<file path="src/rtl/mult_div_unit.sv">
// mult_div_unit
//   Multi-cycle signed multiply/divide responder for the MIPS datapath.
//   A request is accepted only in IDLE. Multiply uses radix-2 Booth and
//   divide uses restoring division on magnitudes. Each takes WIDTH
//   iterations, then one FIN cycle pulses done with the 64-bit result
//   held on hi_out/lo_out.
//
//   Handshake: start is a strobe that is honoured only while busy is low.
//   When start is accepted, op/a_in/b_in are captured on that edge.
//   done is a single-cycle "result valid" pulse, and no ready/ack is expected.
//   Results stay on hi_out/lo_out until the next completed operation or
//   until reset.
//
// Ports
//   clk, reset       rising-edge clock, synchronous active-high reset
//   start, op        request strobe, 0 = signed mult, 1 = signed div
//   a_in, b_in       rs / rt operands
//   busy             high whenever state != IDLE
//   done, div_zero   result-valid pulse, divide-by-zero pulse (with done)
//   hi_out, lo_out   mult: product hi/lo, div: remainder/quotient
//   state_dbg        current FSM state (debug visibility)
module mult_div_unit #(
    parameter int WIDTH = 32
) (
    input  logic             clk,
    input  logic             reset,
    input  logic             start,
    input  logic             op,
    input  logic [WIDTH-1:0] a_in,
    input  logic [WIDTH-1:0] b_in,
    output logic             busy,
    output logic             done,
    output logic             div_zero,
    output logic [WIDTH-1:0] hi_out,
    output logic [WIDTH-1:0] lo_out,
    output logic [1:0]       state_dbg
);

    localparam int CW = $clog2(WIDTH + 1);

    typedef enum logic [1:0] {
        IDLE = 2'd0,
        MULT = 2'd1,
        DIV  = 2'd2,
        FIN  = 2'd3
    } state_t;

    state_t state, state_next;

    logic [CW-1:0]    cnt;
    // Shared working registers.
    //   mult: {p_hi, p_lo, q_m1} is the Booth accumulator, m is the multiplicand.
    //   div:  p_hi is the partial remainder, p_lo shifts dividend out and
    //         quotient in, m is the divisor magnitude.
    logic [WIDTH-1:0] p_hi, p_lo, m;
    logic             q_m1;
    logic             zflag, neg_q, neg_r;

    logic             last;
    logic [WIDTH:0]   ext_hi, ext_m, booth_sum;
    logic [WIDTH:0]   div_shift, div_diff;
    logic             div_fits;
    logic [WIDTH-1:0] a_mag, b_mag, q_res, r_res;

    assign last = (cnt == CW'(WIDTH));

    // Booth step on a WIDTH+1 bit sign-extended high half, so subtracting
    // the most negative multiplicand cannot overflow before the shift.
    always_comb begin
        ext_hi    = {p_hi[WIDTH-1], p_hi};
        ext_m     = {m[WIDTH-1], m};
        booth_sum = ext_hi;
        case ({p_lo[0], q_m1})
            2'b01:   booth_sum = ext_hi + ext_m;
            2'b10:   booth_sum = ext_hi - ext_m;
            default: booth_sum = ext_hi;
        endcase
    end

    // Restoring division step: shift in the next dividend bit and trial-subtract.
    always_comb begin
        div_shift = {p_hi, p_lo[WIDTH-1]};
        div_diff  = div_shift - {1'b0, m};
        div_fits  = ~div_diff[WIDTH];
    end

    // Magnitudes are plain two's complement negation. The most negative value
    // keeps its bit pattern, which is the right unsigned magnitude.
    always_comb begin
        a_mag = a_in[WIDTH-1] ? (~a_in + 1'b1) : a_in;
        b_mag = b_in[WIDTH-1] ? (~b_in + 1'b1) : b_in;
        q_res = neg_q ? (~p_lo + 1'b1) : p_lo;
        r_res = neg_r ? (~p_hi + 1'b1) : p_hi;
    end

    always_comb begin
        state_next = state;
        case (state)
            IDLE: if (start) state_next = op ? DIV : MULT;
            MULT: if (last) state_next = FIN;
            DIV:  if (last) state_next = FIN;
            FIN:  state_next = IDLE;
            default: state_next = IDLE;
        endcase
    end

    always_ff @(posedge clk) begin
        if (reset) begin
            state  <= IDLE;
            cnt    <= '0;
            p_hi   <= '0;
            p_lo   <= '0;
            m      <= '0;
            q_m1   <= 1'b0;
            zflag  <= 1'b0;
            neg_q  <= 1'b0;
            neg_r  <= 1'b0;
            hi_out <= '0;
            lo_out <= '0;
        end else begin
            state <= state_next;
            case (state)
                IDLE: begin
                    if (start) begin
                        cnt   <= '0;
                        zflag <= 1'b0;
                        q_m1  <= 1'b0;
                        p_hi  <= '0;
                        if (!op) begin
                            p_lo <= b_in;
                            m    <= a_in;
                        end else begin
                            p_lo  <= a_mag;
                            m     <= b_mag;
                            neg_q <= a_in[WIDTH-1] ^ b_in[WIDTH-1];
                            neg_r <= a_in[WIDTH-1];
                            // Zero divisor skips all iterations, so FIN
                            // follows on the next edge.
                            if (b_in == '0) begin
                                zflag <= 1'b1;
                                cnt   <= CW'(WIDTH);
                            end
                        end
                    end
                end
                MULT: begin
                    if (last) begin
                        hi_out <= p_hi;
                        lo_out <= p_lo;
                    end else begin
                        p_hi <= booth_sum[WIDTH:1];
                        p_lo <= {booth_sum[0], p_lo[WIDTH-1:1]};
                        q_m1 <= p_lo[0];
                        cnt  <= cnt + 1'b1;
                    end
                end
                DIV: begin
                    if (last) begin
                        if (!zflag) begin
                            hi_out <= r_res;
                            lo_out <= q_res;
                        end
                    end else begin
                        p_hi <= div_fits ? div_diff[WIDTH-1:0] : div_shift[WIDTH-1:0];
                        p_lo <= {p_lo[WIDTH-2:0], div_fits};
                        cnt  <= cnt + 1'b1;
                    end
                end
                default: ;
            endcase
        end
    end

    assign busy      = (state != IDLE);
    assign done      = (state == FIN);
    assign div_zero  = (state == FIN) && zflag;
    assign state_dbg = state;

endmodule

</file>
<file path="config.mk">
export PLATFORM = sky130hd
export DESIGN_NAME = mult_div_unit
export DESIGN_NICKNAME = d
export VERILOG_FILES = /design/src/rtl/mult_div_unit.sv
export SDC_FILE = /design/constraint.sdc
export NUM_CORES = 1
export LEC_CHECK = 0
export CORE_MARGIN = 3
export CORE_UTILIZATION = 50
export CTS_CLUSTER_SIZE = 16
export DETAILED_ROUTE_END_ITERATION = 16
export HOLD_SLACK_MARGIN = 0.05
export PLACE_DENSITY = 0.73
export SYNTH_ARGS = -nofsm -noshare
export SYNTH_HDL_FRONTEND = slang
export SYNTH_SLANG_ARGS = --single-unit
</file>
<file path="constraint.sdc">
create_clock -name clk -period 4.1 [get_ports clk]
set_input_delay 0.615 -clock clk [delete_from_list [all_inputs] [get_ports clk]]
set_output_delay 0.615 -clock clk [all_outputs]
set_load 0.03 [all_outputs]
</file>
==> reports/results.txt <==
status: finished, violations left
failing checks: setup timing
Core Box Area: 28940 sq um
wire per inst: 20.80 microns
crit path launch type: register
routed wire length: 53.71 mm
layout cell share with drive strength beyond 1: 0.1042
hpwl dp: 41.95 mm
Flop pwr share: 0.235
crit share post-route: 1.027
Post-synth EDFFs: 0
Clock transition at path regs: 70 ps
top layer in use: met4
Yosys reg bits: 172
die area: 31690 sq um
Cells after Synth: 2025
Worst slew margin: 0.4039
clk sinks: 172
cell area after synthesis: 14790 sq um
final hold vios: 0
Final Wtd Congestion: 0.9646
initial antenna violation count: 0
kind of critical path: reg -> reg
io pins: 137
GRT Total Usage: 0.3314
CP Capture Type: register
RSZ-0062 raised after global routing: true
first-pass detailed-route iteration total: 5
register area share after synthesis: 0.2327
endpoints failing setup: 5
Syn Nets: 2172
crit path max fanout: 6
hold path start: q_m1
leakage: 6.813 nW
Layout Skew: 10.38 ps
clk root buf: clkbuf_16
Routed Antenna Nets: 0
TritonCTS buffer count: 17
post-route DRC violation count: 0
power share of the combinational group: 0.587
Worst R2R Path Depth: 20
Hold Crit Endpoint: q_m1
final worst slack: -110.3 ps
Psw: 4.687 mW
Clock Latency Late Sink: 440 ps
Clock Tree Buf Depth: 2
Initial Util: 0.5113
Avg Vias per Cell: 6.226
Pwr Density: 546.1 nW/um^2
data arrival time of the worst path: 4600 ps
Clk pwr share: 0.178
DRT met1 WL: 23.60 mm
Hold Crit Class: reg -> reg
worst reg2reg setup slack: -110 ps
FP Rows: 62
Hold Path Stages: 2
chip width: 178.0 microns
FMAX: 237.5 MHz
H-tree depth: 4
VDD IR max: 0.0004404 V
Layout area overhead: 21.54%
FF-to-FF End: p_hi[25]
NumNets Final: 2332
Final Util: 0.6214
number of global-route vias before repair: 14.54k
Synth Warn #: 0
Slew @ Worst Pin: 890.9 ps
Die Span Y: 178.0 microns
final worst path period need: 4210 ps
first-pass GRT wire length: 81.83 mm
met2 wire length: 22.67 mm
Internal: 5.132 mW
met3 wire len: 5.544 mm
Reg area: 3445 sq um
WP data required: 4490 ps
top_reg_cell synth: dfxtp_1
DRT iter0 DRCs: 1523
n_diodes: 0
Slew Viols, Final: 0
reg2reg start: m[6]
Vias: 16.08k
CTS tree: yes
placed insts: 2545
largest net degree at the start of global routing: 125
Sw Ratio: 0.4773
total gr overflow: 0
Cell Count, Final, Fillers Out: 2582
Multi-input gate area: 10730 sq um
Max-Cap Viols: 0
ys async rst share: 0
number of port buffers: 136
Netlist cell types: 76
Syn Area/Cell: 7.306 sq um
filler instances: 2641
-- routing by layer --
metal	vias to the layer above	global-route usage
met5	-	0
met1	7470	0.4712
met4	0	0.1191
met2	760	0.4899
li1	7736	-
met3	110	0.07450
-- cell usage in the layout (no fill, tap or decap), drive strengths merged, types with 29 or more instances in the layout --
cell type	count
nor2	273
a21oi	173
dfxtp	172
nand2	168
buf	146
clkdlybuf4s50	134
a211oi	117
o21ai	115
xnor2	94
xor2	90
ha	77
inv	72
nor3	52
nand3	30
o31ai	29
a22oi	29
-- power by group through the flow --
stage / Sequential [mW] / Clock [mW] / Combinational, mW
floorplan: 2.14 / 0 / 3.88
global placement: 2.32 / 0 / 5.53
detailed placement: 2.33 / 0 / 5.58
CTS: 2.29 / 1.76 / 5.66
global route: 2.34 / 1.83 / 6.29
finish: 2.30 / 1.75 / 5.77
-- cell type report --
class / instances / area share
tap: 384 / 0.02672
clock buffer: 17 / 0.02366
clock inverter: 15 / 0.01106
timing repair buffer: 280 / 0.1369
sequential: 172 / 0.1916
inverter: 65 / 0.01357
multi-input combinational: 1649 / 0.5965
-- sequential cells by signal, indices dropped and copies added, names as in the netlist --
name / flops
m: 32
p_hi: 32
q_m1: 1
zflag: 1
neg_q: 1
cnt: 6
hi_out: 32
neg_r: 1
p_lo: 32
lo_out: 32
state_dbg: 2
-- cells by family after synthesis --
family	share of synthesized area
buf+inv	0.05244
fa+ha+maj	0.06783
mux	0.01734
xor+xnor	0.1089
simple gates	0.2121
flops	0.2327
compound gates	0.3086
-- metrics by stage --
step / cell area (sq um) / power [mW] / setup WS (ps) / hold WS (ps) / TNS, ps
floorplan: 14820 / 6.024 / 7.542 / 440.6 / 0
global placement: 17210 / 7.844 / -183.7 / 459.7 / -616.3
detailed placement: 17210 / 7.910 / -261.5 / 479.9 / -1308
CTS: 17920 / 9.709 / -35.02 / 489.8 / -113.4
global route: 17980 / 10.46 / -275.2 / 507.8 / -1924
finish: 17980 / 9.819 / -110.3 / 492.6 / -311.3
-- cells in the mapped netlist (all sizes together), types with 6 or more instances --
| cell type | count | area [sq um] |
|---|---|---|
| nor2b | 13 | 81.33 |
| and2 | 21 | 131.4 |
| a21o | 28 | 210.2 |
| o21ai | 115 | 575.6 |
| or2 | 6 | 37.54 |
| inv | 65 | 244.0 |
| o31a | 7 | 61.31 |
| nand4 | 14 | 87.58 |
| a221oi | 12 | 111.4 |
| a311oi | 15 | 131.4 |
| a21oi | 173 | 865.8 |
| or4 | 12 | 97.59 |
| nor2 | 273 | 1025 |
| xnor2 | 94 | 823.3 |
| mux2i | 20 | 200.2 |
| xor2 | 90 | 788.3 |
| nand2b | 13 | 81.33 |
| a221o | 6 | 60.06 |
| ha | 77 | 963.4 |
| dfxtp | 172 | 3443 |
| a31oi | 27 | 168.9 |
| a22o | 19 | 166.4 |
| nand2 | 168 | 630.6 |
| or3 | 24 | 155.1 |
| a211oi | 117 | 878.3 |
| a22oi | 29 | 217.7 |
| and3 | 16 | 100.1 |
| nor4 | 23 | 192.7 |
| clkbuf | 121 | 456.7 |
| o41ai | 15 | 138.9 |
| o211ai | 27 | 202.7 |
| o31ai | 29 | 217.7 |
| o21a | 14 | 105.1 |
| buf | 18 | 75.07 |
| nor3 | 52 | 275.3 |
| o21bai | 12 | 90.09 |
| nand3 | 30 | 155.1 |
-- timing repair --
item,in CTS,in global routing
setup endpoints to repair,9,13
buffers inserted,5,0
gates resized for setup,12,13
hold buffers,0,0
pin swaps,2,9
-- worst max-delay path, stage by stage (launching register included) --
cell	delay (ps)
dfxtp_2	320
or4_4	540
nor4_4	200
nand2_1	130
or4_4	480
nor3_4	170
buf_4	160
a21oi_1	70
xnor2_1	170
ha_1	320
buf_4	150
nand2_1	60
o21ai_2	180
a41o_1	120
o31ai_1	70
buf_4	160
buf_4	140
or4_1	460
nand3_1	90
a22oi_1	60
nand2_1	100
-- worst max-delay path by stage --
stage	start	to	slack, ps	cells after the start
after floorplan	m[6]	p_hi[30]	8	18
after global placement	m[6]	p_hi[25]	-180	20
after detailed placement	m[6]	p_hi[25]	-260	20
after CTS	m[6]	p_hi[30]	-40	18
after global routing	m[6]	p_hi[25]	-280	20
final	m[6]	p_hi[25]	-110	20
Note: power is estimated with default switching activity, not from simulation.
